==> src/rtl/motor_ramp_if.sv <==
// Navigation-side / H-bridge-side signal bundle for motor_ramp_ctrl.
// The master modport belongs to the navigation FSM; the slave modport belongs to the controller.
interface motor_ramp_if #(
  parameter int unsigned DUTY_W = 10
);
  logic [4:0]        mode;
  logic [1:0]        pwm;
  logic [1:0]        l_IN;
  logic [1:0]        r_IN;
  logic [DUTY_W-1:0] left_duty;
  logic [DUTY_W-1:0] right_duty;
  logic              busy;

  modport master (
    output mode,
    input  pwm, l_IN, r_IN, left_duty, right_duty, busy
  );

  modport slave (
    input  mode,
    output pwm, l_IN, r_IN, left_duty, right_duty, busy
  );
endinterface

==> src/rtl/motor_ramp_ctrl.sv <==
// Two-channel motor driver: mode decode, rate-limited duty ramp, reversal dead-time,
// and period-aligned PWM with an ERROR emergency stop.
module motor_ramp_ctrl #(
  parameter int unsigned DUTY_W     = 10,
  parameter int unsigned SPEED_FWD  = 800,
  parameter int unsigned SPEED_TURN = 750,
  parameter int unsigned RAMP_STEP  = 8,
  parameter int unsigned RAMP_DIV   = 1000,
  parameter int unsigned DEAD_CYC   = 50000
) (
  input  logic        clk,
  input  logic        rst_n,
  motor_ramp_if.slave bus
);

  localparam int unsigned PRE_W  = (RAMP_DIV > 1) ? $clog2(RAMP_DIV) : 1;
  localparam int unsigned DEAD_W = (DEAD_CYC > 1) ? $clog2(DEAD_CYC) : 1;
  localparam logic [PRE_W-1:0]  PRE_LAST  = PRE_W'(RAMP_DIV - 1);
  localparam logic [DEAD_W-1:0] DEAD_LAST = DEAD_W'(DEAD_CYC - 1);
  localparam logic [DUTY_W-1:0] V_FWD     = DUTY_W'(SPEED_FWD);
  localparam logic [DUTY_W-1:0] V_TURN    = DUTY_W'(SPEED_TURN);
  localparam logic [DUTY_W-1:0] V_STEP    = DUTY_W'(RAMP_STEP);

  typedef enum logic [4:0] {
    MODE_IDLE     = 5'd0,
    MODE_START    = 5'd1,
    MODE_COUNT    = 5'd2,
    MODE_STRAIGHT = 5'd3,
    MODE_CHOOSE   = 5'd4,
    MODE_LEFT     = 5'd5,
    MODE_RIGHT    = 5'd6,
    MODE_BACK     = 5'd7,
    MODE_STOP     = 5'd30,
    MODE_ERROR    = 5'd31
  } mode_e;

  typedef enum logic {ST_RUN, ST_DEAD} ch_state_e;
  typedef enum logic {DIR_FWD, DIR_REV} dir_e;

  typedef struct packed {
    ch_state_e         st;
    dir_e              dir;
    logic [DUTY_W-1:0] duty;
    logic [DEAD_W-1:0] dead;
  } ch_t;

  ch_t               l_q, l_d, r_q, r_d;
  dir_e              l_tgt, r_tgt;
  logic [DUTY_W-1:0] tgt_spd, l_goal, r_goal;
  logic [DUTY_W-1:0] l_app_q, l_app_d, r_app_q, r_app_d;
  logic [DUTY_W-1:0] cnt_q, cnt_d;
  logic [PRE_W-1:0]  pre_q, pre_d;
  logic [1:0]        pwm_q, pwm_d;
  logic              busy_q, busy_d;
  logic              tick, err;

  function automatic logic [1:0] ch_in(input ch_t ch);
    if (ch.st == ST_DEAD) return 2'b00;
    return (ch.dir == DIR_FWD) ? 2'b10 : 2'b01;
  endfunction

  function automatic logic [DUTY_W-1:0] ch_goal(input ch_t ch, input dir_e tdir,
                                                input logic [DUTY_W-1:0] spd);
    return (tdir == ch.dir) ? spd : '0;
  endfunction

  // Ramp compares before adding/subtracting, so the step can never wrap past the goal.
  function automatic ch_t ch_next(input ch_t ch, input dir_e tdir,
                                  input logic [DUTY_W-1:0] goal,
                                  input logic tk, input logic e);
    ch_t nx;
    nx      = ch;
    nx.dead = '0;
    unique case (ch.st)
      ST_RUN: begin
        if (e) begin
          nx.duty = '0;
        end else if (tk) begin
          if (ch.duty < goal)
            nx.duty = ((goal - ch.duty) > V_STEP) ? ch.duty + V_STEP : goal;
          else if (ch.duty > goal)
            nx.duty = ((ch.duty - goal) > V_STEP) ? ch.duty - V_STEP : goal;
        end
        if (ch.duty == '0 && tdir != ch.dir) nx.st = ST_DEAD;
      end
      ST_DEAD: begin
        nx.duty = '0;
        nx.dead = ch.dead + 1'b1;
        if (ch.dead == DEAD_LAST) begin
          nx.dir  = tdir;
          nx.st   = ST_RUN;
          nx.dead = '0;
        end
      end
      default: nx = ch;
    endcase
    return nx;
  endfunction

  // Non-motion codes keep the present direction so they never trigger a reversal.
  always_comb begin
    err     = (bus.mode == MODE_ERROR);
    tgt_spd = '0;
    l_tgt   = l_q.dir;
    r_tgt   = r_q.dir;
    case (bus.mode)
      MODE_STRAIGHT, MODE_CHOOSE: begin
        tgt_spd = V_FWD;  l_tgt = DIR_FWD; r_tgt = DIR_FWD;
      end
      MODE_LEFT: begin
        tgt_spd = V_TURN; l_tgt = DIR_REV; r_tgt = DIR_FWD;
      end
      MODE_RIGHT: begin
        tgt_spd = V_TURN; l_tgt = DIR_FWD; r_tgt = DIR_REV;
      end
      MODE_BACK: begin
        tgt_spd = V_TURN; l_tgt = DIR_REV; r_tgt = DIR_REV;
      end
      default: ;
    endcase
  end

  always_comb begin
    tick   = (pre_q == PRE_LAST);
    pre_d  = tick ? '0 : pre_q + 1'b1;
    cnt_d  = cnt_q + 1'b1;
    l_goal = ch_goal(l_q, l_tgt, tgt_spd);
    r_goal = ch_goal(r_q, r_tgt, tgt_spd);
    l_d    = ch_next(l_q, l_tgt, l_goal, tick, err);
    r_d    = ch_next(r_q, r_tgt, r_goal, tick, err);

    l_app_d = (cnt_q == '1) ? l_q.duty : l_app_q;
    r_app_d = (cnt_q == '1) ? r_q.duty : r_app_q;
    if (err) begin
      l_app_d = '0;
      r_app_d = '0;
    end

    pwm_d  = {!err && (cnt_q < l_app_q), !err && (cnt_q < r_app_q)};
    busy_d = (l_q.duty != l_goal) || (r_q.duty != r_goal) ||
             (l_q.st == ST_DEAD) || (r_q.st == ST_DEAD);
  end

  always_ff @(posedge clk or negedge rst_n) begin
    if (!rst_n) begin
      l_q     <= '{st: ST_RUN, dir: DIR_FWD, duty: '0, dead: '0};
      r_q     <= '{st: ST_RUN, dir: DIR_FWD, duty: '0, dead: '0};
      l_app_q <= '0;
      r_app_q <= '0;
      cnt_q   <= '0;
      pre_q   <= '0;
      pwm_q   <= '0;
      busy_q  <= 1'b0;
    end else begin
      l_q     <= l_d;
      r_q     <= r_d;
      l_app_q <= l_app_d;
      r_app_q <= r_app_d;
      cnt_q   <= cnt_d;
      pre_q   <= pre_d;
      pwm_q   <= pwm_d;
      busy_q  <= busy_d;
    end
  end

  assign bus.pwm        = pwm_q;
  assign bus.l_IN       = ch_in(l_q);
  assign bus.r_IN       = ch_in(r_q);
  assign bus.left_duty  = l_q.duty;
  assign bus.right_duty = r_q.duty;
  assign bus.busy       = busy_q;

endmodule

==> src/flat_wrapper.sv <==
// flat-port wrapper written by rule: the top's interface ports become plain ports
module motor_ramp_ctrl_flat 
#(
  parameter int unsigned DUTY_W     = 10,
  parameter int unsigned SPEED_FWD  = 800,
  parameter int unsigned SPEED_TURN = 750,
  parameter int unsigned RAMP_STEP  = 8,
  parameter int unsigned RAMP_DIV   = 1000,
  parameter int unsigned DEAD_CYC   = 50000
)
  (clk, rst_n, bus_mode, bus_pwm, bus_l_IN, bus_r_IN, bus_left_duty, bus_right_duty, bus_busy);
  motor_ramp_if #(.DUTY_W(DUTY_W)) bus_i ();
  input  logic clk;
  input  logic rst_n;
  input wire logic [$bits(bus_i.mode)-1:0] bus_mode;
  output wire logic [$bits(bus_i.pwm)-1:0] bus_pwm;
  output wire logic [$bits(bus_i.l_IN)-1:0] bus_l_IN;
  output wire logic [$bits(bus_i.r_IN)-1:0] bus_r_IN;
  output wire logic [$bits(bus_i.left_duty)-1:0] bus_left_duty;
  output wire logic [$bits(bus_i.right_duty)-1:0] bus_right_duty;
  output wire logic [$bits(bus_i.busy)-1:0] bus_busy;
  assign bus_i.mode = bus_mode;
  assign bus_pwm = bus_i.pwm;
  assign bus_l_IN = bus_i.l_IN;
  assign bus_r_IN = bus_i.r_IN;
  assign bus_left_duty = bus_i.left_duty;
  assign bus_right_duty = bus_i.right_duty;
  assign bus_busy = bus_i.busy;
  motor_ramp_ctrl #(.DUTY_W(DUTY_W), .SPEED_FWD(SPEED_FWD), .SPEED_TURN(SPEED_TURN), .RAMP_STEP(RAMP_STEP), .RAMP_DIV(RAMP_DIV), .DEAD_CYC(DEAD_CYC)) u_core (.clk(clk), .rst_n(rst_n), .bus(bus_i));
endmodule
==> config.mk <==
export PLATFORM = sky130hd
export DESIGN_NAME = motor_ramp_ctrl_flat
export DESIGN_NICKNAME = d
export VERILOG_FILES = /design/src/rtl/motor_ramp_if.sv /design/src/rtl/motor_ramp_ctrl.sv /design/src/flat_wrapper.sv
export SDC_FILE = /design/constraint.sdc
export NUM_CORES = 1
export LEC_CHECK = 0
export BUFFER_PORTS_ARGS = -buffer_cell sky130_fd_sc_hd__buf_2
export CELL_PAD_IN_SITES_DETAIL_PLACEMENT = 0
export CELL_PAD_IN_SITES_GLOBAL_PLACEMENT = 2
export CORE_MARGIN = 5
export CORE_UTILIZATION = 39
export DETAILED_ROUTE_END_ITERATION = 10
export GPL_TIMING_DRIVEN = 0
export PLACE_DENSITY_LB_ADDON = 0.1
export SETUP_SLACK_MARGIN = 0.5
export SLEW_MARGIN = 10
export SYNTH_ARGS = -nofsm -noshare
export SYNTH_HDL_FRONTEND = slang
export SYNTH_SLANG_ARGS = --single-unit
==> constraint.sdc <==
create_clock -name clk -period 4.7 [get_ports clk]
set_clock_uncertainty 0.15 [all_clocks]
set_input_delay 0.94 -clock clk [delete_from_list [all_inputs] [get_ports clk]]
set_output_delay 0.94 -clock clk [all_outputs]
set_load 0.02 [all_outputs]
==> results of run 1 <==
[metal layers]
layer / vias up / track usage / share of wire
li1: 3076 / - / -
met1: 3108 / 0.256 / 0.48
met2: 119 / 0.309 / 0.47
met3: 26 / 0.0230 / 0.032
met4: 0 / 0.0595 / 0.017
met5: - / 0 / 0
[state kept, by name, indices dropped and copies added, names as in the netlist]
register,flops
u_core.bus.busy,1
u_core.bus.left_duty,8
u_core.r_q,18
u_core.bus.pwm,2
u_core.l_app_q,8
u_core.bus.right_duty,8
u_core.pre_q,10
u_core.l_q,18
u_core.cnt_q,10
u_core.r_app_q,9
[final timing paths]
path	endpoint	slack, ns	cells after the start	start
setup / recovery	u_core.bus.right_duty[1]$_DFFE_PN0P_	0.59	16	bus_mode[1]
hold / removal	u_core.pre_q[0]$_DFF_PN0_	0.31	1	u_core.pre_q[0]$_DFF_PN0_
setup reg to reg	u_core.bus.left_duty[7]$_DFFE_PN0P_	0.74	16	u_core.l_q[26]$_DFFE_PN0P_
hold reg to reg	u_core.pre_q[0]$_DFF_PN0_	0.31	1	u_core.pre_q[0]$_DFF_PN0_
max in group asynchronous	u_core.pre_q[8]$_DFF_PN0_	3.36	2	rst_n
min in group asynchronous	u_core.l_q[10]$_DFF_PN0_	0.38	1	rst_n
[stage by stage]
stage	total power, mW	setup WS, ns	cell area (µm²)
6_report	1.90	0.590	8420
3_3_place_gp	1.15	-0.794	7490
3_5_place_dp	1.16	-0.857	7520
4_1_cts	1.87	0.505	8030
5_1_grt	1.99	0.486	8420
2_1_floorplan	1.07	0.506	7060
[placed cells by master, fill, tap and decap left out, types with 5 or more instances in the layout]
cell        Yosys  layout
o21a_1          5       5
buf_4          20      49
nor3_1         18      18
xor2_1         19      19
nand2b_1       10       9
inv_1          52      46
nor4_1          9       6
nor2b_1        12      10
nand2_1        45      42
buf_2           6      32
dfrtp_1        92      92
a21o_1         11      11
nor2_1        112     108
clkbuf_16       0       9
xnor2_1        36      36
nand3b_1        7       7
a211oi_1       13      10
o21ai_0        32      29
clkinvlp_4      0       5
nand4_1        10      10
a21oi_1        60      55
o211ai_1        6       6
buf_6           3       6
ha_1           56      51
o31ai_1         7       7
a211o_1         8       8
nand3_1        41      40
and3_1         22      22
or3_1           9       6
clkbuf_1       21      15
[cell families (layout without fill, tap and decap cells)]
kind of cell    after synthesis  after routing  synth area share
fa+ha+maj                    56             56             0.100
buf+inv                     106            181            0.0721
simple gates                321            322             0.229
compound gates              196            196             0.191
flops                        92             92             0.330
other cells                   1              2          0.000537
mux                           6              6           0.00878
xor+xnor                     55             55            0.0690
[power breakdown]
part           total (mW)  switching, mW  internal, mW  leakage (nW)
Sequential          0.836         0.0153         0.821          1.19
Clock               0.685          0.329         0.356         0.120
Combinational       0.381          0.218         0.163          2.51
Total                1.90          0.563          1.34          3.82
[cells in the mapped netlist (11+ instances only)]
cell type | count | share of area
buf_4 | 20 | 0.022
nor2b_1 | 12 | 0.011
and3_1 | 22 | 0.020
a211oi_1 | 13 | 0.014
dfrtp_1 | 92 | 0.33
nor3_1 | 18 | 0.013
ha_1 | 56 | 0.10
nor2_1 | 112 | 0.060
inv_1 | 52 | 0.028
xnor2_1 | 36 | 0.045
a21o_1 | 11 | 0.012
nand2_1 | 45 | 0.024
clkbuf_1 | 21 | 0.011
nand3_1 | 41 | 0.029
xor2_1 | 19 | 0.024
o21ai_0 | 32 | 0.023
a21oi_1 | 60 | 0.043
[final cells by class]
type | count | area, µm²
plain buffers | 52 | 353
clock buffers | 9 | 225
flip-flops and latches | 92 | 2300
well taps | 229 | 287
multi-input cells | 637 | 4560
clock inverters | 5 | 40.0
fillers | 1776 | 9360
inverters | 54 | 215
repair buffers | 61 | 437
[timing repair]
item                       4_1_cts  5_1_grt
hold buffers                     0        0
pin swaps                        8       23
gates resized for setup         27       61
cloned                           0        2
setup endpoints to repair       16       16
setup buffers                   14       16
==> flow_summary_export.csv, run 1 <==
group,metric,value,unit
placed_design,io_buffers,29,
synth,syn-cell-area,0.00698,mm²
cts,cts_buffer_depth,2,
timing,setup_viol,0,
cts,clkTransAtPathRegs,0.07,ns
floorplan,die_w,144,µm
layout,final_util,0.474,
synth,synth_edf_count,0,
drt,wl,19.4,mm
drt,drt-wirelength-per-cell,17.0,µm
timing,worst_pin_slew,0.836,ns
cts,cts_buffers,9,
layout,areaGrowthSynthToFinish,20.7,%
synth,ys_ff_latch,92,
critical_path,worstSetupPathType,"in -> reg",
power,power.density,226,mW/mm²
cts,clkLatencyLatePin,0.35,ns
synth,ys.flop_type,"dfrtp_1",
timing,drv_slew,0,
cts,cts_tree,"built",
global_route,grt_max_degree,61,
placed_design,gp_congestion,0.860,
layout,insertedDiodeCount,0,
power,power_leakage,3.82,nW
floorplan,ios,34,
drt,drt_iter0_markers,316,
timing,fin_crit_sh,0.874,
global_route,grt_pass1_vias,6083,
critical_path,slowest_stage,"or4_4",
layout,drive_gt1_frac,0.197,
critical_path,crit_path_cell_trace,"buf_8, nand2b_4, o22a_1, or3_4, inv_4, ha_4, buf_8, nand4_1, a21oi_2, or4_4, a2111oi_4, buf_4, nand3_4, and2_4, or3_4, a21oi_2",
critical_path,endpoint_kind,"register",
floorplan,fp.coreArea,0.0178,mm²
power,max-vdd-ir-drop,0.200,mV
cts,cts-root-buf,"clkbuf_16",
timing,final-hold-violation-count,0,
floorplan,die_y,144,µm
status,status,"completed",
critical_path,required,4.83,ns
drt,num_vias,6329,
floorplan,die_area,0.0207,mm²
critical_path,worst-path-max-fanout,10,
min_path,hp-class,"reg -> reg",
synth,synth.distinct_cells,79,
floorplan,initial_core_util,0.393,
cts,cts_sinks,92,
drt,detailedRoute.firstPassIterationCount,5,
critical_path,cp_top_family,"simple AND/OR/NAND/NOR gates",
critical_path,max_stage_delay,0.55,ns
cts,ctsHtreeMaxLevel,3,
layout,final_nets,970,
critical_path,cp.arrival,4.24,ns
drt,vias_per_cell,5.56,
synth,yosys_warnings,0,
global_route,antenna_found_initial,0,
timing,min_period,4.11,ns
global_route,grt_overflow,0,
flow_run,cap_violations,0,
placed_design,dp.cells,1093,
synth,synthArstFlopShare,1.00,
global_route,grt_pass1_wl,31.1,mm
floorplan,rows,49,
drt,postRouteAntennaNets,0,
synth,synth_area_per_cell,8.38,µm²
synth,ys_seq_area_frac,0.330,
timing,whs,0.310,ns
global_route,grt_use_total,0.187,
timing,tns,0,ns
placed_design,dp_hpwl,14.1,mm
timing,rsz0062_at_grt,"false",
timing,max_freq,243,MHz
timing,slew_headroom,0.441,
drt,drc,0,
critical_path,crit_buf_inv,4,
synth,synthCells,833,
layout,post_layout_nonfiller_instances,1139,
critical_path,startpoint_type,"input port",
Power figures use the tool's default switching activity.
==> run 2: changes to the inputs <==
==> constraint.sdc (replaced) <==
create_clock -name clk -period 4.7 [get_ports clk]
set_clock_uncertainty 0.15 [all_clocks]
set_input_delay 0.705 -clock clk [delete_from_list [all_inputs] [get_ports clk]]
set_output_delay 0.705 -clock clk [all_outputs]
set_load 0.02 [all_outputs]
==> flow_summary_export.csv, run 2 (synthesized netlist as in run 1, its figures left out) <==
group,metric,value,unit
status,status,"completed",
power,max-vdd-ir-drop,0.156,mV
drt,num_vias,6303,
timing,setup_ws,0.645,ns
layout,stdcell_area,0.00803,mm²
timing,min_period,4.05,ns
drt,wl,18.8,mm
floorplan,initial_core_util,0.393,
drt,vias_per_cell,5.61,
placed_design,place_area,0.00744,mm²
floorplan,ios,34,
power,power.density,239,mW/mm²
placed_design,io_buffers,29,
drt,drt-wirelength-per-cell,16.7,µm
timing,max_freq,247,MHz
drt,drt_iter0_markers,284,
power,power_leakage,3.72,nW
layout,final_util,0.451,
flow_run,cap_violations,0,
layout,final_nets,953,
critical_path,max_stage_delay,0.53,ns
critical_path,worstSetupPathType,"in -> reg",
timing,drv_slew,0,
cts,ctsHtreeMaxLevel,3,
global_route,grt_max_degree,57,
cts,clkLatencyLatePin,0.35,ns
layout,areaGrowthSynthToFinish,15.0,%
layout,drive_gt1_frac,0.153,
timing,slew_headroom,0.481,
layout,final_cell_mix,"110 x nor2_1, 92 x dfrtp_1, 57 x a21oi_1, 54 x ha_1, 49 x inv_1",
placed_design,dp.cells,1093,
critical_path,cp_top_family,"simple AND/OR/NAND/NOR gates",
layout,layout_commonest_cell,"nor2_1",
timing,fin_crit_sh,0.863,
critical_path,crit_top_cell,"inv_1",
layout,insertedDiodeCount,0,
critical_path,startpoint_type,"input port",
timing,rsz0062_at_grt,"true",
power,fin_total_pwr,1.92,mW
critical_path,worst-path-max-fanout,10,
placed_design,dp_hpwl,13.9,mm
cts,cts_buffers,9,
placed_design,gp_congestion,0.917,
cts,cts_sinks,92,
layout,post_layout_nonfiller_instances,1123,
drt,postRouteAntennaNets,0,
cts,cts_buffer_depth,2,
floorplan,fp.coreArea,0.0178,mm²
critical_path,slowest_stage,"or4_1",
floorplan,die_area,0.0207,mm²
global_route,grt_pass1_vias,6131,
critical_path,cp.arrival,4.18,ns
global_route,grt_pass1_wl,30.9,mm
timing,tns,0,ns
critical_path,required,4.82,ns
global_route,antenna_found_initial,0,
global_route,grt_overflow,0,
timing,whs,0.271,ns
floorplan,die_y,144,µm
cts,clkTransAtPathRegs,0.07,ns
cts,cts_hold_buf,0,
placed_design,dp_worst_setup_slack,-0.647,ns
timing,final-hold-violation-count,0,
drt,drc,0,
min_path,hp-class,"in -> async",
timing,worst_pin_slew,0.776,ns
layout,reg_top3,"u_core.l_q: 18 flops, u_core.r_q: 18 flops",
cts,cts-root-buf,"clkbuf_16",
drt,detailedRoute.firstPassIterationCount,5,
critical_path,crit_buf_inv,4,
global_route,grt_use_total,0.185,
critical_path,crit_path_cell_trace,"clkbuf_4, nand2b_1, o22a_1, or3_4, inv_1, ha_1, buf_2, inv_1, o31ai_1, or4_1, a2111oi_4, nand3_2, and2_4, or3_1, a21oi_1",
timing,setup_viol,0,
cts,cts_tree,"built",
critical_path,endpoint_kind,"register",
floorplan,die_w,144,µm
floorplan,rows,49,
## run 2: worst register-to-register path, stage by stage, from the launching register on
cell        delay [ns]
dfrtp_1           0.36
clkbuf_2          0.20
nor2_1            0.14
nand2_1           0.10
a21oi_4           0.22
clkinvlp_4        0.16
ha_1              0.41
nor2b_2           0.21
o21a_1            0.21
or4_1             0.44
o2111ai_2         0.17
nor4b_4           0.09
or2_1             0.23
clkbuf_4          0.19
a2111oi_1         0.44
a211o_1           0.15
## run 2: report_power, final
group / total, mW / switching [mW] / internal (mW)
Clock: 0.753 / 0.326 / 0.427
Sequential: 0.836 / 0.0153 / 0.821
Combinational: 0.331 / 0.197 / 0.134
## run 2: final cells by class
class                      instances  area (µm²)
sequential                        92        2300
clock inverter                     5        60.1
tap                              229         287
inverter                          54         213
clock buffer                      10         239
buffer                            52         318
multi-input combinational        636        4330
timing repair buffer              45         280
fill                            1796        9750
## run 2: final timing paths
check | start | endpoint | slack [ns] | cells past startpoint
max | bus_mode[1] | u_core.bus.right_duty[1]$_DFFE_PN0P_ | 0.65 | 15
min | rst_n | u_core.r_q[8]$_DFF_PN0_ | 0.27 | 1
max reg2reg | u_core.l_q[26]$_DFFE_PN0P_ | u_core.bus.left_duty[9]$_DFFE_PN0P_ | 0.78 | 15
min reg2reg | u_core.pre_q[0]$_DFF_PN0_ | u_core.pre_q[0]$_DFF_PN0_ | 0.31 | 1
max in group asynchronous | rst_n | u_core.pre_q[8]$_DFF_PN0_ | 3.46 | 2
min in group clk | u_core.pre_q[0]$_DFF_PN0_ | u_core.pre_q[0]$_DFF_PN0_ | 0.31 | 1
## run 2: metal layers
layer / vias to the layer above / part of all wire / GRT usage
li1: 3045 / - / -
met1: 3080 / 0.45 / 0.240
met2: 152 / 0.49 / 0.320
met3: 26 / 0.037 / 0.0240
met4: 0 / 0.018 / 0.0560
met5: - / 0 / 0
## run 2: what timing repair did
action	in CTS	in global routing
gates resized for setup	18	36
setup buffers	5	10
endpoints found under the setup margin	16	15
pin swaps	0	8
==> run 3: changes to the inputs <==
- ABC_AREA: default -> 1
- CORE_UTILIZATION: 39 -> 36
- SLEW_MARGIN: 10 -> default
==> flow_summary_export.csv, run 3 <==
group,metric,value,unit
status,status,"completed",
power,power.density,228,mW/mm²
layout,nFillCells,2170,
drt,drc,0,
layout,multi_input_area,0.00423,mm²
min_path,hp-class,"in -> async",
drt,detailedRoute.firstPassIterationCount,5,
critical_path,cp.arrival,3.95,ns
floorplan,ios,34,
critical_path,crit_start,"bus_mode[2]",
synth,syn-cell-area,0.00733,mm²
global_route,antenna_found_initial,0,
timing,max_freq,263,MHz
timing,setup_viol,0,
synth,ys.flop_type,"dfrtp_1",
timing,drv_slew,0,
layout,insertedDiodeCount,0,
cts,cts_sinks,92,
cts,cts-root-buf,"clkbuf_16",
cts,cts_buffers,9,
placed_design,dp_worst_setup_slack,0.253,ns
cts,ctsHtreeMaxLevel,3,
placed_design,gp_congestion,0.811,
power,max-vdd-ir-drop,0.169,mV
global_route,grt_overflow,0,
critical_path,r2r_start,"u_core.l_q[26]$_DFFE_PN0P_",
synth,synth.distinct_cells,48,
cts,clkTransAtPathRegs,0.08,ns
critical_path,crit_path_cell_trace,"buf_2, inv_1, nor2_2, nand2_1, a21oi_1, nand3_2, inv_1, ha_1, nand2_1, nand2_1, a31oi_1, nand2_1, nor2_4, o21ai_2, nor3_2, nand3_1, nand2_1",
layout,final_nets,1152,
timing,tns,0,ns
cts,cts_buffer_depth,2,
floorplan,initial_core_util,0.363,
floorplan,rows,52,
placed_design,dp_hpwl,15.4,mm
synth,synthCells,1045,
critical_path,crit_top_cell,"nand2_1",
layout,reg_top3,"u_core.l_q: 18 flops, u_core.r_q: 18 flops",
global_route,grt_pass1_wl,32.9,mm
floorplan,die_y,153,µm
critical_path,startpoint_type,"input port",
drt,drt-wirelength-per-cell,14.4,µm
power,power_leakage,4.49,nW
timing,fin_crit_sh,0.810,
drt,wl,19.6,mm
synth,synth_edf_count,0,
critical_path,max_stage_delay,0.40,ns
synth,yosysMostFrequentCell,"nand2_1",
synth,ys_ff_latch,92,
layout,drive_gt1_frac,0.124,
drt,num_vias,6509,
synth,ys_seq_area_frac,0.314,
floorplan,die_area,0.0233,mm²
synth,synthArstFlopShare,1.00,
floorplan,fp.coreArea,0.0202,mm²
critical_path,required,4.84,ns
synth,yosys.area.top_type,"dfrtp_1",
timing,final-hold-violation-count,0,
synth,yosys_warnings,0,
critical_path,slowest_stage,"nor3_2",
synth,yosysTopAreaCellShare,0.314,
synth,synth_area_per_cell,7.01,µm²
flow_run,cap_violations,0,
layout,areaGrowthSynthToFinish,11.4,%
cts,post-cts-setup-buffers,0,
layout,layout_commonest_cell,"nand2_1",
timing,slew_headroom,0.483,
critical_path,worst-path-max-fanout,10,
layout,regArea,0.00230,mm²
timing,setup_ws,0.895,ns
critical_path,endpoint_kind,"register",
cts,clkLatencyLatePin,0.36,ns
timing,rsz0062_at_grt,"false",
placed_design,io_buffers,31,
timing,worst_pin_slew,0.770,ns
synth,synthTopCellsByArea,"dfrtp_1 31%, nand2_1 15%, ha_1 9.6%, inv_1 7.5%, nand3_1 6.3%",
synth,synthTopCellsByCount,"292 x nand2_1, 146 x inv_1, 92 x dfrtp_1, 92 x nand3_1, 87 x nor2_1",
critical_path,worstSetupPathType,"in -> reg",
timing,min_period,3.81,ns
drt,drt_iter0_markers,270,
cts,cts_tree,"built",
global_route,grt_max_degree,54,
floorplan,die_w,153,µm
layout,final_cell_mix,"292 x nand2_1, 146 x inv_1, 92 x dfrtp_1, 91 x nand3_1, 87 x nor2_1",
drt,vias_per_cell,4.77,
drt,postRouteAntennaNets,0,
global_route,grt_use_total,0.171,
global_route,grt_pass1_vias,6275,
-- run 3: metal layers --
metal | global-route usage | part of all wire | up-vias
met5 | 0 | 0 | -
met4 | 0.0327 | 0.0062 | 0
met3 | 0.0278 | 0.032 | 7
met2 | 0.267 | 0.44 | 78
met1 | 0.253 | 0.52 | 2978
li1 | - | - | 3446
-- run 3: kinds of logic (layout without fill, tap and decap cells) --
kind of cell    Yosys count  count (layout)  share of synthesized area
simple gates            588             588                      0.372
buf+inv                 189             237                      0.110
compound gates           92              92                     0.0753
flops                    92              92                      0.314
fa+ha+maj                56              56                     0.0956
xor+xnor                 27              27                     0.0323
other cells               1               2                   0.000512
-- run 3: cell type report --
cell class,count,share of cell area
well taps,270,0.0414
repair buffers,32,0.0227
inverters,157,0.0728
flip-flops and latches,92,0.282
clock inverters,7,0.00965
multi-input cells,765,0.518
clock buffers,9,0.0276
plain buffers,32,0.0262
-- run 3: worst max-delay path: cells and delay by family --
| family | cells | cell delay, ns |
|---|---|---|
| buffers and inverters | 3 | 0.47 |
| AOI/OAI and AO/OA | 3 | 0.54 |
| and+or+nand+nor | 10 | 1.83 |
| adders and majority gates | 1 | 0.39 |
-- run 3: per-stage QoR --
stage / power, mW / utilization / cells / hold slack (ns) / cell area, µm²
2_1_floorplan: 1.05 / - / 1046 / 0.259 / 7330
3_3_place_gp: 1.14 / 0.388 / 1347 / 0.324 / 7830
3_5_place_dp: 1.13 / 0.390 / 1348 / 0.331 / 7860
4_1_cts: 1.90 / 0.405 / 1364 / 0.208 / 8160
5_1_grt: 1.98 / 0.405 / 1364 / 0.244 / 8170
6_report: 1.86 / 0.405 / 1364 / 0.193 / 8170
-- run 3: power breakdown --
group / switching, mW / internal, mW / total, mW
clock: 0.368 / 0.380 / 0.747
combinational: 0.229 / 0.0969 / 0.326
sequential: 0.0000530 / 0.791 / 0.791
total: 0.596 / 1.27 / 1.86
-- run 3: path summary, 6_finish.rpt --
kind	end	slack [ns]	cells past startpoint
worst max-delay path	u_core.bus.right_duty[8]$_DFFE_PN0P_	0.89	17
worst min-delay path	u_core.cnt_q[6]$_DFF_PN0_	0.19	1
worst max register to register	u_core.bus.left_duty[4]$_DFFE_PN0P_	1.38	15
worst min register to register	u_core.cnt_q[0]$_DFF_PN0_	0.33	1
max in group asynchronous	u_core.r_q[1]$_DFF_PN0_	3.52	2
min in group clk	u_core.cnt_q[0]$_DFF_PN0_	0.33	1
-- run 3: timing repair --
item	CTS	global route
resized for setup	0	1
setup endpoints to repair	0	8
hold buffers	0	0
